$ cat config.mk
export PLATFORM = sky130hd
export DESIGN_NAME = demux_sched
export DESIGN_NICKNAME = d
export VERILOG_FILES = /design/src/rtl/demux_sched_pkg.sv /design/src/rtl/demux_sched_demux.sv /design/src/rtl/demux_sched_rr_pick.sv /design/src/rtl/demux_sched.sv
export SDC_FILE = /design/constraint.sdc
export NUM_CORES = 1
export LEC_CHECK = 0
export BUFFER_PORTS_ARGS = -buffer_cell sky130_fd_sc_hd__buf_2
export CORE_AREA = 2 2 123 125
export DETAILED_ROUTE_END_ITERATION = 10
export DIE_AREA = 0 0 125 127
export GPL_TIMING_DRIVEN = 1
export PLACE_DENSITY = 0.67
export SLEW_MARGIN = 20
export SYNTH_ARGS = -nofsm -noshare
export SYNTH_HDL_FRONTEND = slang
export SYNTH_HIERARCHICAL = 1
export SYNTH_SLANG_ARGS = --single-unit
$ cat constraint.sdc
create_clock -name iClk -period 12.1 [get_ports iClk]
set_input_delay 3.63 -clock iClk [delete_from_list [all_inputs] [get_ports iClk]]
set_output_delay 3.63 -clock iClk [all_outputs]
set_load 0.1 [all_outputs]
$ cat src/rtl/demux_sched_pkg.sv
// -----------------------------------------------------------------------------
// demux_sched_pkg
// Shared definitions for the demux_sched scheduler slice.
//   state_t : holding-register state (ST_EMPTY = free, ST_SEND = word held)
//   sel_w() : width of a channel index for a given channel count
// No ports (package).
// -----------------------------------------------------------------------------
package demux_sched_pkg;

    typedef enum logic {
        ST_EMPTY = 1'b0,
        ST_SEND  = 1'b1
    } state_t;

    // Channel-index width; SIZE is always >= 2, the guard only keeps the
    // helper well-defined for degenerate arguments.
    function automatic int sel_w(input int size);
        return (size > 1) ? $clog2(size) : 1;
    endfunction

endpackage

$ cat src/rtl/demux_sched_demux.sv
// -----------------------------------------------------------------------------
// demux
// Lane fan-out: places data_i on lane sel_i of a flat SIZE*WIDTH bus when
// en_i is high; every other lane (and all lanes when en_i is low) reads 0.
// Ports:
//   en_i   [1]           drive enable
//   sel_i  [SEL_W]       destination lane
//   data_i [WIDTH]       word to place
//   data_o [SIZE*WIDTH]  lane k = bits [k*WIDTH +: WIDTH]
// -----------------------------------------------------------------------------
module demux
    import demux_sched_pkg::*;
#(
    parameter int WIDTH = 32,
    parameter int SIZE  = 8,
    parameter int SEL_W = sel_w(SIZE)
) (
    input  logic                    en_i,
    input  logic [SEL_W-1:0]        sel_i,
    input  logic [WIDTH-1:0]        data_i,
    output logic [SIZE*WIDTH-1:0]   data_o
);

    always_comb begin
        data_o = '0;
        for (int k = 0; k < SIZE; k++) begin
            if (en_i && (sel_i == SEL_W'(k))) begin
                data_o[k*WIDTH +: WIDTH] = data_i;
            end
        end
    end

endmodule

$ cat src/rtl/demux_sched_rr_pick.sv
// -----------------------------------------------------------------------------
// rr_pick
// Combinational rotate-priority picker: returns the first set request bit
// found when scanning start_i, start_i+1, ... (mod SIZE).
// Ports:
//   req_i   [SIZE]  request vector
//   start_i [SEL_W] index where the scan begins (must be < SIZE)
//   idx_o   [SEL_W] winning index (0 when no request)
//   hit_o   [1]     at least one request bit set
// -----------------------------------------------------------------------------
module rr_pick
    import demux_sched_pkg::*;
#(
    parameter int SIZE  = 8,
    parameter int SEL_W = sel_w(SIZE)
) (
    input  logic [SIZE-1:0]  req_i,
    input  logic [SEL_W-1:0] start_i,
    output logic [SEL_W-1:0] idx_o,
    output logic             hit_o
);

    logic [SEL_W-1:0] k;

    // Walk offsets from the far end back to offset 0 so the nearest
    // requester (smallest offset from start_i) is the last one written.
    always_comb begin
        idx_o = '0;
        hit_o = 1'b0;
        k     = '0;
        for (int off = SIZE - 1; off >= 0; off--) begin
            k = SEL_W'((int'(start_i) + off) % SIZE);
            if (req_i[k]) begin
                idx_o = k;
                hit_o = 1'b1;
            end
        end
    end

endmodule

$ cat src/rtl/demux_sched.sv
// -----------------------------------------------------------------------------
// demux_sched
// Round-robin scheduler spreading one valid/ready stream over SIZE output
// channels through a one-entry holding register. The destination is fixed
// when the word is loaded: first channel from the rotating pointer that is
// both enabled and ready, otherwise the first enabled one.
//
// Handshake: a word moves on a port when its valid and ready are both high
// at a rising clock edge; valid never depends on ready, and once raised a
// valid (and its data and lane) holds until that transfer happens.
//
// Ports:
//   iClk, iRst        clock, asynchronous active-high reset
//   iValid/oReady     input stream handshake (oReady never looks at iValid)
//   iData  [WIDTH]    input word
//   iMask  [SIZE]     channel enable for new grants
//   oValid [SIZE]     one-hot pending word per channel
//   iReady [SIZE]     per-channel consumer ready
//   oData  [SIZE*WIDTH] lane k = bits [k*WIDTH +: WIDTH], only granted lane non-zero
//   oSel   [$clog2(SIZE)] granted channel index
// Optional (macro DEMUX_SCHED_CNT_EN):
//   iClrCnt            clear all drain counters (wins over an increment)
//   oCount [SIZE*CNT_WIDTH] lane k = number of drains to channel k, wrapping
// -----------------------------------------------------------------------------
module demux_sched
    import demux_sched_pkg::*;
#(
    parameter int WIDTH     = 32,
    parameter int SIZE      = 8,
    parameter int CNT_WIDTH = 16
) (
    input  logic                      iClk,
    input  logic                      iRst,
    input  logic                      iValid,
    output logic                      oReady,
    input  logic [WIDTH-1:0]          iData,
    input  logic [SIZE-1:0]           iMask,
    output logic [SIZE-1:0]           oValid,
    input  logic [SIZE-1:0]           iReady,
    output logic [SIZE*WIDTH-1:0]     oData,
    output logic [$clog2(SIZE)-1:0]   oSel
`ifdef DEMUX_SCHED_CNT_EN
    ,
    input  logic                      iClrCnt,
    output logic [SIZE*CNT_WIDTH-1:0] oCount
`endif
);

    localparam int SEL_W = sel_w(SIZE);

    state_t           state_q, state_d;
    logic [SEL_W-1:0] ptr_q, ptr_d;
    logic [SEL_W-1:0] sel_q, sel_d;
    logic [WIDTH-1:0] data_q, data_d;

    logic             drain;
    logic             load;
    logic [SEL_W-1:0] idx_rdy, idx_any, pick_sel, pick_next;
    logic             hit_rdy, hit_any;

    // Preferred pick: enabled and ready right now.
    rr_pick #(.SIZE(SIZE), .SEL_W(SEL_W)) u_pick_rdy (
        .req_i   (iMask & iReady),
        .start_i (ptr_q),
        .idx_o   (idx_rdy),
        .hit_o   (hit_rdy)
    );

    // Fallback pick: enabled only. Its hit doubles as "any channel enabled".
    rr_pick #(.SIZE(SIZE), .SEL_W(SEL_W)) u_pick_any (
        .req_i   (iMask),
        .start_i (ptr_q),
        .idx_o   (idx_any),
        .hit_o   (hit_any)
    );

    assign pick_sel  = hit_rdy ? idx_rdy : idx_any;
    assign pick_next = (pick_sel == SEL_W'(SIZE - 1)) ? '0 : pick_sel + 1'b1;

    assign drain  = (state_q == ST_SEND) && iReady[sel_q];
    assign oReady = hit_any && ((state_q == ST_EMPTY) || drain);
    assign load   = iValid && oReady;

    always_comb begin
        state_d = state_q;
        ptr_d   = ptr_q;
        sel_d   = sel_q;
        data_d  = data_q;
        if (load) begin
            // Also covers drain+load: the slot is refilled in the same cycle.
            state_d = ST_SEND;
            data_d  = iData;
            sel_d   = pick_sel;
            ptr_d   = pick_next;
        end else if (drain) begin
            state_d = ST_EMPTY;
            data_d  = '0;
        end
    end

    always_ff @(posedge iClk or posedge iRst) begin
        if (iRst) begin
            state_q <= ST_EMPTY;
            ptr_q   <= '0;
            sel_q   <= '0;
            data_q  <= '0;
        end else begin
            state_q <= state_d;
            ptr_q   <= ptr_d;
            sel_q   <= sel_d;
            data_q  <= data_d;
        end
    end

    always_comb begin
        oValid = '0;
        if (state_q == ST_SEND) begin
            oValid[sel_q] = 1'b1;
        end
    end

    assign oSel = sel_q;

    demux #(.WIDTH(WIDTH), .SIZE(SIZE), .SEL_W(SEL_W)) u_demux (
        .en_i   (state_q == ST_SEND),
        .sel_i  (sel_q),
        .data_i (data_q),
        .data_o (oData)
    );

`ifdef DEMUX_SCHED_CNT_EN
    logic [SIZE*CNT_WIDTH-1:0] cnt_q, cnt_d;

    always_comb begin
        cnt_d = cnt_q;
        if (iClrCnt) begin
            cnt_d = '0;
        end else begin
            for (int k = 0; k < SIZE; k++) begin
                if (drain && (sel_q == SEL_W'(k))) begin
                    cnt_d[k*CNT_WIDTH +: CNT_WIDTH] = cnt_q[k*CNT_WIDTH +: CNT_WIDTH] + 1'b1;
                end
            end
        end
    end

    always_ff @(posedge iClk or posedge iRst) begin
        if (iRst) begin
            cnt_q <= '0;
        end else begin
            cnt_q <= cnt_d;
        end
    end

    assign oCount = cnt_q;
`else
    // Counter width has no meaning without the counters.
    logic unused_cnt_width;
    assign unused_cnt_width = ^CNT_WIDTH;
`endif

endmodule

==> results by group <==
STA
  • Final critical path time including I/O delays and setup: 9.06 ns
  • Unrepaired setup endpoints after global routing: no
  • Final Hold Viols: 0
  • Setup ws final: 3.04 ns
  • Final number of setup-violating endpoints: 0
  • Sum Neg Setup Slack: 0 ns
  • Post-route worst hold slack: 0.645 ns
  • Final clock skew: 0.00278 ns
  • Slew at the pin with the worst max-slew slack: 1.12 ns
  • Number of pins exceeding their max-slew limit in the final report: 0
  • Final Cycle Share: 74.9%
  • Relative slew slack: 25.0%
  • Maximum clock frequency: 0.110 GHz

Synthesis
  • Synth Register Bits: 39
  • Top cells by area in the synthesized netlist: sky130_fd_sc_hd__and2_1 33%, sky130_fd_sc_hd__dfrtp_1 19%, sky130_fd_sc_hd__a22o_1 5.5%
  • Largest area contributor in the synthesized netlist: sky130_fd_sc_hd__and2_1
  • Cell count after synthesis: 599
  • Mean cell area of the mapped netlist: 8.53 µm²
  • Number of nets produced by synthesis: 656
  • Top_reg_cell synth: sky130_fd_sc_hd__dfrtp_1
  • Commonest cells in the netlist: 268 x sky130_fd_sc_hd__and2_1, 39 x sky130_fd_sc_hd__dfrtp_1, 32 x sky130_fd_sc_hd__a22o_1
  • Proportion of netlist area held by the largest area contributor: 32.8%
  • Warnings from Yosys: 6
  • Most frequent cell after synthesis: sky130_fd_sc_hd__and2_1
  • Yosys cell types: 56
  • Async S/R FF share, synth: 100%
  • Proportion of synthesized chip area in sequential cells: 19.1%
  • Post-Synthesis Cell Area: 5110 µm²
  • Number of synthesized flops with an enable pin: 0

Clock network
  • Post-CTS setup-driven buffer insertion count: 0
  • Clock tree from TritonCTS: yes
  • Clock latency at the later pin of the worst-skew pair: 0.28 ns
  • Number of levels in the clock H-tree: 2
  • Post_cts resized: 0
  • TritonCTS buffer count: 5
  • Hold-fix buffers, CTS: 0
  • CTS clk-pin slew, worst paths: 0.06 ns
  • Clock Sink Count: 39
  • Max Buffers Root-to-Sink: 2
  • Root Buffer: sky130_fd_sc_hd__clkbuf_16

Layout
  • Sequential cell area: 976 µm²
  • Nets: 941
  • Fraction of layout cells with a size suffix above 1: 41.5%
  • Area used by multi-input combinational logic: 3810 µm²
  • Fill cells: 1,411
  • Area overhead of the layout relative to synthesis: 34.5%
  • Layout Cell Area excl Fill: 6880 µm²

Die
  • I/O Pins: 319
  • Num rows: 44
  • Die boundary width: 125 µm
  • Chip Height: 127 µm
  • Full die area: 15,900 µm²
  • Starting density of the core: 35.4%
  • Std-Cell Core Area: 14,400 µm²

Worst hold path
  • Worst min-delay path class: flop to flop

Global routing
  • Wire length of the first global-routing pass: 30.2 mm
  • Maximum number of pins on one net before global-route repair: 40
  • Gr ovfl total: 0
  • Antenna violations before repair: 1
  • Via count of the first global-routing pass: 5,094
  • Global router's overall resource usage: 23.7%

Critical path
  • Crit path arrival time: 5.43 ns
  • Max Fanout on Critical Path: 6
  • Kind of launch point of the worst setup path: input pin
  • Sort of element at the end of the critical path: output port
  • WS Path Type: input pin to output port
  • Required time of the critical path: 8.47 ns

Route
  • Vias per inst: 5.07
  • Post-detailed-routing wire length: 19.6 mm
  • Routed wire length per instance: 18.3 µm
  • Antenna viol nets, final: 0
  • Total number of vias: 5,440
  • Post-detailed-route DRC marker count: 0
  • Number of iterations in the first detailed-routing pass: 4
  • DRC marker count from the first detailed-route iteration: 255

Place
  • Detailed-placement wirelength estimate: 15.0 mm
  • Post-Place Cell Area: 6680 µm²
  • Worst slack after detailed placement: 3.02 ns
  • Gpl congestion: 0.969
  • Number of buffers inserted by port buffering: 318

Status
  • Result of the run: completed

Flow run
  • Max-cap violations: 0
-- per-layer routing --
layer | vias up | share of wire, % | track usage (%) | wire length (µm)
li1 | 2648 | - | - | -
met1 | 2546 | 43 | 31.9 | 8510
met2 | 231 | 48 | 40.0 | 9450
met3 | 15 | 7.2 | 4.86 | 1410
met4 | 0 | 1.2 | 4.38 | 238
met5 | - | 0 | 0 | 0
-- critical path, stage by stage --
cell and delay [ns]:
sky130_fd_sc_hd__buf_2 0.13, sky130_fd_sc_hd__mux4_1 0.61, sky130_fd_sc_hd__nor4_1 0.41, sky130_fd_sc_hd__nand4_1 0.18, sky130_fd_sc_hd__nor2b_1 0.17, sky130_fd_sc_hd__buf_2 0.31
-- path summary, 6_finish.rpt --
| path | startpoint | to | slack [ns] | cells after the start |
|---|---|---|---|---|
| max | iMask[0] | oReady | 3.04 | 6 |
| min | data_q[3] | data_q[3] | 0.65 | 1 |
| max reg2reg | ptr_q[1] | ptr_q[2] | 8.02 | 13 |
| min reg2reg | data_q[3] | data_q[3] | 0.65 | 1 |
| max in group asynchronous | iRst | data_q[19] | 8.03 | 2 |
| min in group asynchronous | iRst | data_q[1] | 3.52 | 2 |
-- placed cells by master (no fill, tap or decap), types with 5 or more instances in the layout --
cell type                   instances
sky130_fd_sc_hd__a31oi_1            6
sky130_fd_sc_hd__clkbuf_16          5
sky130_fd_sc_hd__mux4_2            10
sky130_fd_sc_hd__mux2i_1           12
sky130_fd_sc_hd__inv_1             11
sky130_fd_sc_hd__and2_1           268
sky130_fd_sc_hd__dfrtp_1           39
sky130_fd_sc_hd__mux2_2            16
sky130_fd_sc_hd__mux4_1            10
sky130_fd_sc_hd__nor2_1            20
sky130_fd_sc_hd__o21ai_0            6
sky130_fd_sc_hd__nand2_1           22
sky130_fd_sc_hd__ha_1               6
sky130_fd_sc_hd__nor2b_1            5
sky130_fd_sc_hd__a22o_1            32
sky130_fd_sc_hd__nand2b_1           5
sky130_fd_sc_hd__nor3_1             6
sky130_fd_sc_hd__buf_2            318
sky130_fd_sc_hd__a21oi_1           14
-- metrics by stage --
| step | instances | utilization (%) |
|---|---|---|
| after floorplan | 599 | - |
| after global placement | 1061 | 46.3 |
| after detailed placement | 1061 | 46.3 |
| after CTS | 1069 | 47.6 |
| after global routing | 1070 | 47.6 |
| final | 1073 | 47.7 |
-- cell type report --
type | instances | area share (%)
Clock buffer | 6 | 1.87
Clock inverter | 2 | 0.873
Tap cell | 184 | 3.35
Antenna cell | 4 | 0.146
Sequential cell | 39 | 14.2
Multi-Input combinational cell | 504 | 55.3
Inverter | 12 | 0.655
Timing Repair Buffer | 322 | 23.6
-- registers in the layout (all words and copies together), names as in the netlist --
register  cells
ptr_q         3
oSel          3
state_q       1
data_q       32
-- cells by family after synthesis --
kind of cell               after synthesis  share of synthesized area (%)
AOI/OAI and AO/OA                       93                           13.9
xor gates and xnor gates                 6                           1.03
and+or+nand+nor                        347                           41.6
buffers and inverters                   56                           6.49
adders and majority gates                6                           1.47
muxes                                   52                           16.4
DFF                                     39                           19.1
Power is not shown: default switching activity piles up to over one toggle a cycle in this logic, so the estimate is an artifact.
